$ cat src/rtl/elevator_pkg.sv
// Shared types and direction codes for the SCAN elevator controller.
package elevator_pkg;

   typedef enum logic [1:0] {
      IDLE      = 2'b00,
      MOVE_UP   = 2'b01,
      MOVE_DOWN = 2'b10,
      DOOR_OPEN = 2'b11
   } state_t;

   localparam logic [1:0] DIR_IDLE = 2'b00;
   localparam logic [1:0] DIR_UP   = 2'b01;
   localparam logic [1:0] DIR_DOWN = 2'b10;

endpackage

$ cat src/rtl/elevator_req_reg.sv
// Pending-call register with set/clear and above/below/here reduction
// relative to the current floor (live calls count as well as latched ones).
module elevator_req_reg
   import elevator_pkg::*;
#(
   parameter int  NUM_FLOORS = 3,
   localparam int FLOOR_W    = $clog2(NUM_FLOORS)
) (
   input  logic                  clk_i,
   input  logic                  rst_ni,
   input  logic [NUM_FLOORS-1:0] req_i,
   input  logic [NUM_FLOORS-1:0] clr_i,
   input  logic [FLOOR_W-1:0]    floor_i,
   output logic [NUM_FLOORS-1:0] pending_o,
   output logic [NUM_FLOORS-1:0] req_mask_o,
   output logic                  req_above_o,
   output logic                  req_below_o,
   output logic                  req_here_o
);

   logic [NUM_FLOORS-1:0] pending_q;
   logic [NUM_FLOORS-1:0] pending_d;
   logic [NUM_FLOORS-1:0] mask_s;

   // Latch new calls; a clear for the same floor wins.
   always_comb begin
      pending_d = (pending_q | req_i) & ~clr_i;
   end

   // Pending register.
   always_ff @(posedge clk_i or negedge rst_ni) begin
      if (!rst_ni) begin
         pending_q <= {NUM_FLOORS{1'b0}};
      end else begin
         pending_q <= pending_d;
      end
   end

   // Classify every call relative to the car position.
   always_comb begin
      mask_s      = pending_q | req_i;
      req_above_o = 1'b0;
      req_below_o = 1'b0;
      req_here_o  = 1'b0;
      for (int i = 0; i < NUM_FLOORS; i++) begin
         if (FLOOR_W'(i) > floor_i) begin
            req_above_o = req_above_o | mask_s[i];
         end else if (FLOOR_W'(i) < floor_i) begin
            req_below_o = req_below_o | mask_s[i];
         end else begin
            req_here_o = mask_s[i];
         end
      end
   end

   assign pending_o  = pending_q;
   assign req_mask_o = mask_s;

endmodule

$ cat src/rtl/elevator_scan_ctrl.sv
// N-floor elevator controller serving latched calls with a SCAN policy,
// internal door dwell timer and shaft-sensor driven floor counter.
module elevator_scan_ctrl
   import elevator_pkg::*;
#(
   parameter int  NUM_FLOORS  = 3,
   parameter int  DOOR_CYCLES = 8,
   localparam int FLOOR_W     = $clog2(NUM_FLOORS)
) (
   input  logic                  clk,
   input  logic                  rst,
   input  logic [NUM_FLOORS-1:0] floor_req,
   input  logic                  elevator_arrived,
   input  logic                  door_hold,
   output logic [NUM_FLOORS-1:0] floor_led,
   output logic [FLOOR_W-1:0]    cur_floor,
   output logic [1:0]            elevator_direction,
   output logic                  door_open,
   output logic [NUM_FLOORS-1:0] pending
);

   localparam int                    TMR_W      = $clog2(DOOR_CYCLES + 1);
   localparam logic [TMR_W-1:0]      DOOR_LOAD  = TMR_W'(DOOR_CYCLES - 1);
   localparam logic [FLOOR_W-1:0]    TOP_FLOOR  = FLOOR_W'(NUM_FLOORS - 1);
   localparam logic [FLOOR_W-1:0]    BOT_FLOOR  = {FLOOR_W{1'b0}};
   localparam logic [NUM_FLOORS-1:0] FLOOR_ONE  = NUM_FLOORS'(1);

   state_t                state_q, state_d;
   logic [FLOOR_W-1:0]    floor_q, floor_d;
   logic [TMR_W-1:0]      timer_q, timer_d;
   logic                  last_up_q, last_up_d;
   logic [NUM_FLOORS-1:0] clr_s;
   logic [NUM_FLOORS-1:0] req_mask_s;
   logic                  req_above_s, req_below_s, req_here_s;
   logic [FLOOR_W-1:0]    floor_up_s, floor_dn_s;

   elevator_req_reg #(
      .NUM_FLOORS (NUM_FLOORS)
   ) u_req_reg (
      .clk_i       (clk),
      .rst_ni      (rst),
      .req_i       (floor_req),
      .clr_i       (clr_s),
      .floor_i     (floor_q),
      .pending_o   (pending),
      .req_mask_o  (req_mask_s),
      .req_above_o (req_above_s),
      .req_below_o (req_below_s),
      .req_here_o  (req_here_s)
   );

   assign floor_up_s = floor_q + FLOOR_W'(1);
   assign floor_dn_s = floor_q - FLOOR_W'(1);

   // State, floor counter, dwell timer and sweep memory.
   always_ff @(posedge clk or negedge rst) begin
      if (!rst) begin
         state_q   <= IDLE;
         floor_q   <= BOT_FLOOR;
         timer_q   <= {TMR_W{1'b0}};
         last_up_q <= 1'b1;
      end else begin
         state_q   <= state_d;
         floor_q   <= floor_d;
         timer_q   <= timer_d;
         last_up_q <= last_up_d;
      end
   end

   // SCAN decisions; a stop clears its call on the same edge it is taken.
   always_comb begin
      state_d   = state_q;
      floor_d   = floor_q;
      timer_d   = timer_q;
      last_up_d = last_up_q;
      clr_s     = {NUM_FLOORS{1'b0}};
      case (state_q)
         IDLE: begin
            if (req_here_s) begin
               state_d = DOOR_OPEN;
               timer_d = DOOR_LOAD;
               clr_s   = FLOOR_ONE << floor_q;
            end else if (req_above_s && req_below_s) begin
               state_d = last_up_q ? MOVE_UP : MOVE_DOWN;
            end else if (req_above_s) begin
               state_d   = MOVE_UP;
               last_up_d = 1'b1;
            end else if (req_below_s) begin
               state_d   = MOVE_DOWN;
               last_up_d = 1'b0;
            end else begin
               state_d = IDLE;
            end
         end
         MOVE_UP: begin
            last_up_d = 1'b1;
            if (elevator_arrived && (floor_q != TOP_FLOOR)) begin
               floor_d = floor_up_s;
               if (req_mask_s[floor_up_s]) begin
                  state_d = DOOR_OPEN;
                  timer_d = DOOR_LOAD;
                  clr_s   = FLOOR_ONE << floor_up_s;
               end else begin
                  state_d = MOVE_UP;
               end
            end else begin
               state_d = MOVE_UP;
            end
         end
         MOVE_DOWN: begin
            last_up_d = 1'b0;
            if (elevator_arrived && (floor_q != BOT_FLOOR)) begin
               floor_d = floor_dn_s;
               if (req_mask_s[floor_dn_s]) begin
                  state_d = DOOR_OPEN;
                  timer_d = DOOR_LOAD;
                  clr_s   = FLOOR_ONE << floor_dn_s;
               end else begin
                  state_d = MOVE_DOWN;
               end
            end else begin
               state_d = MOVE_DOWN;
            end
         end
         DOOR_OPEN: begin
            // A call for the open floor only extends the dwell.
            clr_s = FLOOR_ONE << floor_q;
            if (door_hold || req_here_s) begin
               timer_d = DOOR_LOAD;
            end else if (timer_q != {TMR_W{1'b0}}) begin
               timer_d = timer_q - TMR_W'(1);
            end else if (last_up_q ? req_above_s : req_below_s) begin
               state_d = last_up_q ? MOVE_UP : MOVE_DOWN;
            end else if (last_up_q ? req_below_s : req_above_s) begin
               state_d   = last_up_q ? MOVE_DOWN : MOVE_UP;
               last_up_d = ~last_up_q;
            end else begin
               state_d = IDLE;
            end
         end
         default: begin
            state_d = IDLE;
         end
      endcase
   end

   // Moore output decode.
   always_comb begin
      floor_led          = FLOOR_ONE << floor_q;
      cur_floor          = floor_q;
      door_open          = 1'b0;
      elevator_direction = DIR_IDLE;
      case (state_q)
         MOVE_UP:   elevator_direction = DIR_UP;
         MOVE_DOWN: elevator_direction = DIR_DOWN;
         DOOR_OPEN: door_open = 1'b1;
         IDLE:      elevator_direction = DIR_IDLE;
         default:   elevator_direction = DIR_IDLE;
      endcase
   end

endmodule

$ cat config.mk
export PLATFORM = sky130hd
export DESIGN_NAME = elevator_scan_ctrl
export DESIGN_NICKNAME = d
export VERILOG_FILES = /design/src/rtl/elevator_pkg.sv /design/src/rtl/elevator_req_reg.sv /design/src/rtl/elevator_scan_ctrl.sv
export SDC_FILE = /design/constraint.sdc
export NUM_CORES = 1
export LEC_CHECK = 0
export ABC_CLOCK_PERIOD_IN_PS = 2390
export CAP_MARGIN = 20
export CORE_ASPECT_RATIO = 0.8
export CORE_UTILIZATION = 40
export CTS_BUF_LIST = sky130_fd_sc_hd__clkbuf_4
export CTS_CLUSTER_DIAMETER = 120
export DETAILED_ROUTE_END_ITERATION = 10
export PLACE_DENSITY_LB_ADDON = 0.08
export SETUP_SLACK_MARGIN = 0.02
export SLEW_MARGIN = 20
export SYNTH_ARGS = -nofsm -noshare
export SYNTH_HDL_FRONTEND = slang
export SYNTH_HIERARCHICAL = 1
export SYNTH_SLANG_ARGS = --single-unit
$ cat constraint.sdc
create_clock -name clk -period 2.39 [get_ports clk]
set_input_delay 0.239 -clock clk [delete_from_list [all_inputs] [get_ports clk]]
set_output_delay 0.239 -clock clk [all_outputs]
set_load 0.005 [all_outputs]
; ---- After elaboration in Yosys (flattened, before gate mapping)
; Index checks and enable logic that the tools add are counted.
[word_totals]
regBits = 12
input_bits = 7
out_inout_bits = 11
word_cells = 120
[classes]
add_sub_neg = 3
magnitude_cmp = 8
n_eq_ne = 17
n_shift = 3
muxes = 64
n_bitwise = 8
n_reduce_logical = 12
[op_table]
columns = cell, n
row1 = $mux W2, 15
row2 = $mux W1, 29
row3 = $mux W4, 7
row4 = $ne A2 B2 Y1 const B, 12
row5 = $pmux W4 S4, 1
row6 = $mux W3, 5
row7 = $pmux W3 S4, 1
row8 = $shl A1 B2 Y3 const A, 3
row9 = $pmux W2 S2, 2
row10 = $pmux W2 S4, 1
row11 = $reduce_and A7 Y1, 1
row12 = $lt A2 B3 Y1 const B, 2
row13 = $ne A3 B3 Y1 const B, 2
row14 = $reduce_and A6 Y1, 1
row15 = $bmux W1 S2, 2
row16 = $eq A2 B2 Y1 const B, 2
row17 = $gt A1 B2 Y1 const A, 2
row18 = $lt A1 B2 Y1 const A, 2
row19 = $or A1 B1 Y1, 4
row20 = $pmux W1 S4, 1
row21 = $reduce_bool A2 Y1, 2
row22 = $reduce_bool A4 Y1, 1
row23 = $sub A4 B1 Y4 const B, 1
row24 = $and A3 B3 Y3, 1
row25 = 13 further kinds, 15

; ---- Logic depth before layout (Yosys ltp)
; Gate-level depths: netlist of the first run.
[depth]
word_depth = 15
ltp_mapped = 8
depth_no_buf = 8

; ---- Modules after synthesis
; The synthesis of the first run kept the hierarchy.
[modules_own_cells]
columns = mod, instances, cells_per_inst, area_each_um2, seq_area_each_um2
row1 = elevator_scan_ctrl, 1, 100, 817.0, 226.5
row2 = elevator_req_reg, 1, 21, 175.2, 75.1

; ---- Worst setup path before layout of the first run
; Ideal clock, no wire load.
[synth_path]
path_kind = flip-flop to flip-flop
startpoint = register floor_q[0], in the netlist cur_floor[0]
endpoint = register timer_q[3]
t_arrival_ns = 2.139
t_required_ns = 2.307
setup_slack_ns = 0.168
path_stages_with_launch = 8
period_less_slack_ns = 2.222
path_cell_list = dfrtp_1 inv_1 ha_1 a21oi_1 a2111oi_4 o221ai_2 or4_1 o21ai_0
[synth_via]
elab_chain_cells = 10
elab_cells_between_ends = 32
cone_classes = 2 x add/sub / 6 x order compare / 7 x eq/ne / 12 x mux / 5 x reduce/logical
[synth_lines]
columns = element, line
row1 = start: declaration, elevator_scan_ctrl.sv:29  ; logic [FLOOR_W-1:0] floor_q, floor_d;
row2 = start signal: assignment, elevator_scan_ctrl.sv:64  ; floor_q <= floor_d;
row3 = $lt A1 B2 Y1, elevator_req_reg.sv:48  ; end else if (FLOOR_W'(i) < floor_i) begin
row4 = $mux W1, elevator_req_reg.sv:48
row5 = $mux W1, elevator_req_reg.sv:46  ; if (FLOOR_W'(i) > floor_i) begin
row6 = $mux W1, elevator_req_reg.sv:48
row7 = $mux W1, elevator_req_reg.sv:46
row8 = $mux W1, elevator_req_reg.sv:48
row9 = $mux W1, elevator_req_reg.sv:46
row10 = $logic_or A1 B1 Y1, elevator_scan_ctrl.sv:128  ; if (door_hold || req_here_s) begin
row11 = $ne A3 B3 Y1 (no line) or $mux W4 (tied branches), --
row12 = $reduce_and A6 Y1 (no line) or $pmux W4 S4 (tied branches), --
row13 = end signal: assignment, elevator_scan_ctrl.sv:60  ; timer_q <= {TMR_W{1'b0}};
row14 = end signal: assignment, elevator_scan_ctrl.sv:65  ; timer_q <= timer_d;
row15 = end: declaration, elevator_scan_ctrl.sv:30  ; logic [TMR_W-1:0] timer_q, timer_d;
; Parallel ways exist; a longest one is shown, timed or not. The select of a mux whose other input is x is not followed.
; A chain may end at the register's enable or synchronous reset.

; ---- Worst setup path in the final report of the first run
; Ends and elaborated chain as after synthesis.

==> results of run 1 <==
## cell type report
cell class              count  area share
well taps                  25      0.0254
inverters                  18      0.0549
flip-flops and latches     12       0.245
multi-input cells          89       0.497
repair buffers             20       0.157
clock buffers               3      0.0183
clock inverters             1     0.00305
## cells in the mapped netlist
cell type / count / area, sq um
a32oi_1: 1 / 8.76
o21bai_1: 1 / 7.51
mux2_2: 1 / 11.3
mux2i_1: 2 / 20.0
o31ai_1: 1 / 7.51
a21oi_1: 7 / 35.0
o21ai_0: 6 / 30.0
nor2b_1: 1 / 6.26
a221oi_1: 1 / 8.76
and2_1: 2 / 12.5
o21ai_2: 1 / 8.76
nor4bb_1: 1 / 10.0
o221ai_2: 1 / 15.0
o21ai_1: 1 / 5.00
nor3_1: 2 / 10.0
and2_2: 1 / 7.51
nand2_1: 11 / 41.3
inv_1: 18 / 67.6
nand3b_1: 2 / 15.0
nand3_1: 1 / 5.00
o211ai_1: 2 / 15.0
a22oi_1: 1 / 7.51
dfstp_2: 1 / 26.3
a41oi_1: 1 / 8.76
or4_1: 1 / 7.51
o2bb2ai_1: 1 / 8.76
buf_4: 1 / 7.51
a2111oi_4: 1 / 27.5
clkbuf_1: 1 / 3.75
a211oi_1: 1 / 7.51
xnor2_1: 2 / 17.5
nor3b_1: 2 / 15.0
ha_1: 6 / 75.1
a22o_1: 1 / 8.76
nand2b_1: 3 / 18.8
or3_1: 1 / 6.26
o22ai_1: 1 / 6.26
nor2_2: 1 / 6.26
nor2_1: 14 / 52.6
o21a_1: 1 / 7.51
nor2_4: 1 / 11.3
a31o_2: 1 / 8.76
dfrtp_1: 11 / 275
a222oi_1: 3 / 30.0
## per-layer routing
layer | vias up | global-route usage | routed length (um) | part of all wire
met3 | 2 | 0.0562 | 153 | 0.065
li1 | 473 | - | - | -
met2 | 34 | 0.293 | 1030 | 0.44
met1 | 469 | 0.279 | 1170 | 0.49
met4 | 0 | 0.0381 | 17 | 0.0072
met5 | - | 0 | 0 | 0
## report_power, final
| group | internal [mW] | switching (mW) |
|---|---|---|
| combinational | 0.419 | 0.481 |
| sequential | 0.266 | 0.0556 |
| clock | 0.0605 | 0.0706 |
| total | 0.746 | 0.608 |
## cells by family (layout without fill, tap and decap cells)
logic type	count (synthesis)	count (layout)	synth area share
flops	12	12	0.304
buf+inv	20	42	0.0794
mux	3	3	0.0315
fa+ha+maj	6	6	0.0757
compound gates	34	34	0.265
simple gates	44	44	0.227
xor+xnor	2	2	0.0177
## worst max-delay path by stage
stage / slack (ps) / from / to
after floorplan: 170 / cur_floor[0] / timer_q[3]
after global placement: 150 / floor_req[0] / timer_q[3]
after detailed placement: 50 / floor_req[0] / timer_q[3]
after CTS: 260 / cur_floor[0] / timer_q[3]
after global routing: 70 / cur_floor[0] / timer_q[3]
final: 260 / cur_floor[0] / timer_q[3]
## stage by stage
stage / cells / power [mW] / instance area (sq um) / worst slack [ps] / util
detailed placement: 164 / 1.21 / 1200 / 54.1 / 0.535
global route: 168 / 1.46 / 1230 / 73.8 / 0.547
global placement: 164 / 1.20 / 1200 / 149 / 0.535
CTS: 168 / 1.35 / 1230 / 262 / 0.547
floorplan: 121 / 0.904 / 992 / 168 / -
finish: 168 / 1.35 / 1230 / 257 / 0.547
## sequential cells by signal (all words and copies together) (netlist names)
| register | flops |
|---|---|
| cur_floor | 2 |
| timer_q | 4 |
| last_up_q | 1 |
| u_req_reg/pending_o | 3 |
| state_q | 2 |
## worst max-delay path: stages (launching register included)
cell and delay [ps]:
dfrtp_1 350, inv_1 90, ha_1 450, a21oi_1 110
a2111oi_4 270, o221ai_2 220, or4_1 490, o21ai_0 80
==> results.json, run 1 <==
{
  "drive_gt1_frac": 0.105,
  "setup_viol": 0,
  "regToRegEndpoint": "timer_q[3]",
  "drv_slew": 0,
  "rr_worst_depth": 7,
  "yosys_warnings": 6,
  "dr.pass1.iters": 7,
  "drtIter0Drc": 48,
  "portBuffers": 17,
  "clock_path_buffers": 2,
  "required_ps": 2590,
  "synthCells": 121,
  "rsz0062_at_grt": "no",
  "dp_hpwl_um": 1780,
  "powerDensity_nw_per_um2": 1100,
  "wl_um": 2370,
  "syn_nets": 134,
  "irDropWorstVdd_mv": 0.608,
  "rows": 15,
  "antenna_left": 0,
  "postCtsSetupRepairBufs": 0,
  "start_util": 0.441,
  "maxSlewHeadroom": 0.603,
  "grt_pass1_vias": 858,
  "mostFrequentLayoutCells": "inv_1, clkdlybuf4s50_1, nor2_1, nand2_1, dfrtp_1",
  "fillerInstances": 214,
  "rr_startpoint": "cur_floor[0]",
  "clockRootBuffer": "clkbuf_4",
  "ios": 18,
  "grt_antenna_before_repair": 0,
  "grt_max_degree": 16,
  "end_kind": "flip-flop",
  "hold_viol_final": 0,
  "gp_congestion": 0.841,
  "num_vias": 978,
  "grt-ovfl-total": 0,
  "max_freq_mhz": 469,
  "arrival_ps": 2340,
  "ys_seq_area_frac": 0.304,
  "fin_crit_sh": 0.893,
  "syn_to_final_growth_pct": 24.1,
  "die_y_um": 46.5,
  "worst_hold_slack_ps": 333,
  "period_needed_ps": 2130,
  "max_cap_violations": 0,
  "nNetsFinal": 157,
  "cts.sinks": 12,
  "start_kind": "flip-flop",
  "clkTransAtPathRegs_ps": 80,
  "syn_avg_cell_area_sq_um": 8.20,
  "hp-class": "primary input to async pin",
  "multiInputGateArea_sq_um": 612,
  "diodes": 0,
  "drc_errors": 1,
  "syn_area_sq_um": 992,
  "regArea_sq_um": 302,
  "total_leakage_power_nw": 0.549,
  "core_sq_um": 2250,
  "final_common_cell": "inv_1",
  "crit_type": "flip-flop to flip-flop",
  "worst_pin_slew_ps": 594,
  "status": "finished, violations left",
  "h-tree-depth": 1,
  "yosysUniqueCellTypes": 44,
  "via_per_inst": 5.82,
  "clk_latency_ps": 280,
  "r2r_slack_ps": 260,
  "die_x_um": 57.7,
  "die_area_sq_um": 2680,
  "cts_hold_buffers": 0,
  "violations": "DRC",
  "critPathMaxFanout": 7,
  "cts_resized": 0,
  "synth_seq_cells": 12,
  "finClkSkew_ps": 6.59,
  "fin_tns_setup_ps": 0,
  "cts_tree": "yes",
  "grt_pass1_wl_um": 3950,
  "cts_buffers": 3,
  "wl_per_cell_um": 14.1,
  "grtUsageTotal": 0.195
}
(Power assumes the default switching activity.)
==> run 2, diff against run 1 <==
- CAP_MARGIN: 20 -> default
==> results of run 2 <==
The final DEF is identical to that of run 1; final timing and power are the same.
